--- config.mk ---
export PLATFORM = sky130hd
export DESIGN_NAME = imem_loader
export DESIGN_NICKNAME = d
export VERILOG_FILES = /design/src/rtl/imem_loader_pkg.sv /design/src/rtl/imem_loader_word_assembler.sv /design/src/rtl/imem_loader.sv
export SDC_FILE = /design/constraint.sdc
export NUM_CORES = 1
export LEC_CHECK = 0
export BUFFER_PORTS_ARGS = -buffer_cell sky130_fd_sc_hd__clkbuf_2
export CAP_MARGIN = 40
export CORE_MARGIN = 1.5
export CORE_UTILIZATION = 50
export CTS_CLUSTER_DIAMETER = 60
export DETAILED_ROUTE_END_ITERATION = 10
export PLACE_DENSITY = 0.76
export REMOVE_ABC_BUFFERS = 1
export SYNTH_ARGS = -nofsm -noshare
export SYNTH_HDL_FRONTEND = slang
export SYNTH_SLANG_ARGS = --single-unit
--- constraint.sdc ---
create_clock -name clk -period 2.2 [get_ports clk]
set_input_delay 0.22 -clock clk [delete_from_list [all_inputs] [get_ports clk]]
set_output_delay 0.22 -clock clk [all_outputs]
set_load 0.02 [all_outputs]
--- src/rtl/imem_loader_pkg.sv ---
// imem_loader_pkg: shared state encoding and sizing helpers for the program loader
package imem_loader_pkg;

    typedef enum logic [2:0] {LEN_LO, LEN_HI, DATA, CSUM, DONE, ERR} state_t;

    localparam int LEN_WIDTH = 16;

    function automatic int bpw(input int data_width);
        return data_width / 8;
    endfunction

endpackage

--- src/rtl/imem_loader_word_assembler.sv ---
// word_assembler: packs little-endian bytes into words and pulses word_valid once per completed word
module word_assembler
    import imem_loader_pkg::*;
#(
    parameter int DATA_WIDTH = 32
) (
    input  logic                  clk,
    input  logic                  rst,
    input  logic                  clear,
    input  logic [7:0]            byte_in,
    input  logic                  valid,
    output logic                  last,
    output logic                  word_valid,
    output logic [DATA_WIDTH-1:0] word
);

    localparam int BPW = bpw(DATA_WIDTH);
    localparam int CW  = BPW > 1 ? $clog2(BPW) : 1;

    logic [CW-1:0] byte_cnt;

    assign last = byte_cnt == CW'(BPW - 1);

    // Byte lane fill; the strobe follows the final byte of a word by one cycle
    always_ff @(posedge clk or negedge rst) begin
        if (!rst) begin
            byte_cnt   <= '0;
            word_valid <= 1'b0;
            word       <= '0;
        end else begin
            word_valid <= valid & last;
            if (clear) begin
                byte_cnt <= '0;
                word     <= '0;
            end else if (valid) begin
                word[{byte_cnt, 3'b000} +: 8] <= byte_in;
                byte_cnt <= last ? '0 : byte_cnt + CW'(1);
            end
        end
    end

endmodule

--- src/rtl/imem_loader.sv ---
// imem_loader: boot-time byte-stream loader for the instruction memory (optional trailer checksum: IMEM_LOADER_CHECKSUM_EN)
module imem_loader
    import imem_loader_pkg::*;
#(
    parameter int ADDRESS_WIDTH = 8,
    parameter int DATA_WIDTH    = 32
) (
    input  logic                     clk,
    input  logic                     rst,
    input  logic [7:0]               rx_data,
    input  logic                     rx_valid,
    output logic                     rx_ready,
    input  logic                     start,
    output logic                     mem_we,
    output logic [ADDRESS_WIDTH-1:0] mem_addr,
    output logic [DATA_WIDTH-1:0]    mem_wdata,
    output logic                     load_done,
    output logic                     load_err,
    output logic                     cpu_hold
);

    localparam logic [LEN_WIDTH:0] MAX_LEN = (LEN_WIDTH + 1)'(1) << ADDRESS_WIDTH;
`ifdef IMEM_LOADER_CHECKSUM_EN
    localparam state_t FIN = CSUM;
`else
    localparam state_t FIN = DONE;
`endif

    state_t                 state, state_nx;
    logic [LEN_WIDTH-1:0]   len, len_full, word_nxt;
    logic [ADDRESS_WIDTH:0] word_cnt;
    logic                   acc, wa_valid, wa_last, clr;

    assign acc      = rx_valid & rx_ready;
    assign wa_valid = acc & (state == DATA);
    assign clr      = start & (state == DONE || state == ERR);
    assign len_full = {rx_data, len[7:0]};
    assign word_nxt = LEN_WIDTH'(word_cnt) + LEN_WIDTH'(1);

`ifdef IMEM_LOADER_CHECKSUM_EN
    logic [7:0] sum;

    // Running modulo-256 sum over length and data bytes; the trailer is judged, not added
    always_ff @(posedge clk or negedge rst) begin
        if (!rst)
            sum <= '0;
        else if (clr)
            sum <= '0;
        else if (acc && state != CSUM)
            sum <= sum + rx_data;
    end
`endif

    // Next-state: the last word is detected on its final byte so the write and DONE coincide
    always_comb begin
        state_nx = state;
        case (state)
            LEN_LO: if (acc) state_nx = LEN_HI;
            LEN_HI: if (acc) state_nx = len_full == '0 ? FIN : {1'b0, len_full} > MAX_LEN ? ERR : DATA;
            DATA:   if (wa_valid && wa_last && word_nxt == len) state_nx = FIN;
`ifdef IMEM_LOADER_CHECKSUM_EN
            CSUM:   if (acc) state_nx = 8'(sum + rx_data) == 8'h00 ? DONE : ERR;
`else
            CSUM:   state_nx = ERR;
`endif
            default: if (clr) state_nx = LEN_LO;
        endcase
    end

    // State, length, word counter and registered status outputs
    always_ff @(posedge clk or negedge rst) begin
        if (!rst) begin
            state     <= LEN_LO;
            len       <= '0;
            word_cnt  <= '0;
            mem_addr  <= '0;
            rx_ready  <= 1'b1;
            load_done <= 1'b0;
            load_err  <= 1'b0;
            cpu_hold  <= 1'b1;
        end else begin
            state     <= state_nx;
            rx_ready  <= state_nx inside {LEN_LO, LEN_HI, DATA, CSUM};
            load_done <= state_nx == DONE;
            load_err  <= state_nx == ERR;
            cpu_hold  <= state_nx != DONE;
            if (clr) begin
                len      <= '0;
                word_cnt <= '0;
            end
            if (acc && state == LEN_LO)
                len[7:0] <= rx_data;
            if (acc && state == LEN_HI)
                len[LEN_WIDTH-1:8] <= rx_data;
            if (wa_valid && wa_last) begin
                mem_addr <= word_cnt[ADDRESS_WIDTH-1:0];
                word_cnt <= word_cnt + (ADDRESS_WIDTH + 1)'(1);
            end
        end
    end

    word_assembler #(.DATA_WIDTH(DATA_WIDTH)) u_asm (
        .clk        (clk),
        .rst        (rst),
        .clear      (clr),
        .byte_in    (rx_data),
        .valid      (wa_valid),
        .last       (wa_last),
        .word_valid (mem_we),
        .word       (mem_wdata)
    );

endmodule
==> results.tsv <==
metric	value	unit
flop2flop setup slack	-0.02	ns
final antenna diode count	0	
number of H-tree levels	3	
share of the cycle needed by the critical path after routing	101.1	%
count of final max-slew check failures	0	
grt ovf	0	
status	finished, violations left	
startpoint kind of the worst setup timing path	flop	
total area of sequential cells	1882	µm²
router iterations before antenna repair	5	
power consumption	3.801	mW
switching fraction of total power	33.74	%
clock root buffer master	clkbuf_8	
top-level I/O count	57	
Total Routing Usage GR	24.68	%
overall via count from detail_route	2968	
layout net count	433	
number of routed nets with antenna violations	0	
die height	85.56	µm
power share of the clock group	29.4	%
post-detailed-route via-to-cell ratio	5.984	
Detailed Place HPWL	5753	µm
list of most frequent post-synthesis cells	dfrtp_1, nand2_1, a22o_1, o21ai_0, nor2_1	
Routed WL	8769	µm
R2R depth	7	
Post-synth EDFFs	0	
smallest setup slack after layout	-0.02325	ns
Num CTS Buffers	9	
number of inserted filler cells in the final layout	509	
footprint of the multi-input gates	1504	µm²
clock buffer depth	2	
clock-pin slew reported for the worst setup and hold paths after clock tree synthesis	0.09	ns
P_leak	2.081	nW
largest fanout on the critical path	5	
Hold Path Stages	3	
Most used DFF post-synth	dfrtp_1	
fraction of final layout cells with drive strength greater than 1	27.45	%
Die X-Extent	85.56	µm
number of global-route vias before repair	2843	
count of final hold-check violations	0	
latest clock arrival within the worst-skew pair	0.36	ns
number of remaining DRC errors	0	
logic gate share of total power	25.0	%
areal power density over the cells	901.0	nW/µm²
data arrival time of the critical path	2.50	ns
max capacitance violation total	0	
Yosys top cell area share	53.60	%
final worst hold slack	0.2009	ns
worst reg2reg path startpoint	word_cnt[0]	
Hold Path End	len[12]	
biggest area consumer among synthesized cells	dfrtp_1	
number of synthesized register bits	75	
Initial Utilization	52.77	%
violations in the final reports	setup timing	
antenna violations before repair	0	
Port Buf Inserts	56	
DRC violation total after the first TritonRoute iteration	337	
critical path required time	2.47	ns
Peak Freq	0.4498	GHz
clock net sink count	75	
final estimated routing congestion in global placement	0.9194	
site row count	29	
hold wc startpoint	rx_data[4]	
part of the total power dissipated in sequential elements	45.6	%
CTS tree	yes	
RSZ-0062 raised after global routing	true	
Relative slew margins	66.33	%
cells taking the most area after synthesis	dfrtp_1, a22o_1, nand2_1, o21ai_0, ha_1	
net switching power figure	1.283	mW
sequential fraction of the synthesis area	55.14	%
minimum clock period after layout	2.223	ns
largest net degree at the start of global routing	76	
type of the setup path with the least slack	reg -> reg	
synthesis-to-finish area growth	23.79	%
largest clock skew in the final design	0.008754	ns
mean instance size in the synthesized netlist	10.14	µm²
library cell with the highest instance count after synthesis	dfrtp_1	
Final setup violation count	1	
Int Pwr	2.519	mW
Synthesis Warnings	0	
WL/cell	17.68	µm
class of the tightest hold or removal check	in -> reg	
post-synthesis instance area	3408	µm²
Core Area	6459	µm²
async set-or-reset flop fraction in the synthesized netlist	100.0	%
peak ir drop on the vdd network	546.4	µV
global-route wire length before repair	14120	µm
number of instances in the synthesized netlist	336	
DIE AREA	7321	µm²
RR Endpoint	load_err	
number of library cell types mapped by synthesis	48	
type of element capturing the critical path	flop	
slew at the pin closest to its max-slew limit	0.5017	ns
-- cell families (layout without fill, tap and decap cells) --
kind of cell / after synthesis / in the layout / synth area share [%]
AOI/OAI and AO/OA: 92 / 92 / 18.47
xor gates and xnor gates: 11 / 11 / 2.827
adders and majority gates: 7 / 7 / 2.570
buffers and inverters: 22 / 105 / 2.570
DFF: 75 / 75 / 55.14
and+or+nand+nor: 129 / 129 / 18.43
-- repair_timing --
action,in CTS,in global routing
resized for setup,0,15
hold endpoints to repair,73,0
buffers inserted,0,3
setup endpoints to repair,0,4
hold buffers,1,0
-- state kept, by name (all words and copies together) (netlist names) --
name,count
rx_ready,1
len,16
state,3
load_done,1
u_asm.word,32
load_err,1
cpu_hold,1
u_asm.byte_cnt,2
word_cnt,9
u_asm.word_valid,1
mem_addr,8
-- per-stage QoR --
| step | area (µm²) | setup slack, ns | std cells | setup TNS (ns) | utilization, % |
|---|---|---|---|---|---|
| global placement | 3905 | 0.1522 | 476 | 0 | 60.46 |
| global route | 4219 | -0.09236 | 496 | -0.09236 | 65.32 |
| floorplan | 3343 | -0.007974 | 320 | -0.007974 | - |
| detailed placement | 3905 | 0.08790 | 476 | 0 | 60.46 |
| CTS | 4124 | 0.05832 | 493 | 0 | 63.85 |
| finish | 4219 | -0.02325 | 496 | -0.02325 | 65.32 |
-- placed cells by master (no fill, tap or decap), types with 3 or more instances in the layout --
cell type  Yosys  layout
clkbuf_8       0      10
nor3_1         7       7
o21ai_1        2       3
o21a_1         4       4
a22o_1        32      32
o31ai_1        3       3
inv_1          6       6
o21ai_0       32      31
xnor2_1        7       6
nor4_1         4       4
buf_4          1      23
nand4_1        3       3
and2_1         4       4
nand3_1        5       5
nor2_1        16      15
clkbuf_2       1      55
ha_1           7       6
nand2_1       69      69
dfrtp_1       73      71
xor2_1         4       4
a21oi_1        7       7
-- power by group through the flow --
stage | combinational (mW) | sequential [mW] | clock (mW)
after floorplan | 0.538 | 1.75 | 0
after global placement | 0.867 | 1.74 | 0
after detailed placement | 0.892 | 1.74 | 0
after CTS | 0.897 | 1.72 | 1.12
after global routing | 1.04 | 1.76 | 1.19
final | 0.949 | 1.73 | 1.12
-- layout make-up --
class / instances / area share [%]
inverters: 6 / 0.5338
repair buffers: 83 / 11.98
well taps: 77 / 2.284
clock buffers: 10 / 3.262
flip-flops and latches: 75 / 44.60
clock inverters: 6 / 1.690
multi-input cells: 239 / 35.65
-- critical path, stage by stage (launching register included) --
cell     delay (ns)
dfrtp_2        0.46
buf_4          0.18
and3_1         0.21
xnor2_1        0.25
o22ai_2        0.13
a211o_1        0.24
or4_4          0.50
a31oi_1        0.17
-- worst max path at each step --
stage	from	endpoint
finish	word_cnt[0]	load_err
global route	word_cnt[0]	load_err
CTS	word_cnt[0]	load_err
detailed placement	word_cnt[1]	load_err
global placement	word_cnt[0]	load_err
floorplan	rx_ready	load_err
-- per-layer routing --
layer,up-vias,track usage (%),part of all wire [%]
met4,0,9.091,2.0
met2,125,38.22,50
met1,1467,35.63,43
met5,-,0,0
met3,18,3.754,5.7
li1,1358,-,-
Note: power is estimated with default switching activity, not from simulation.
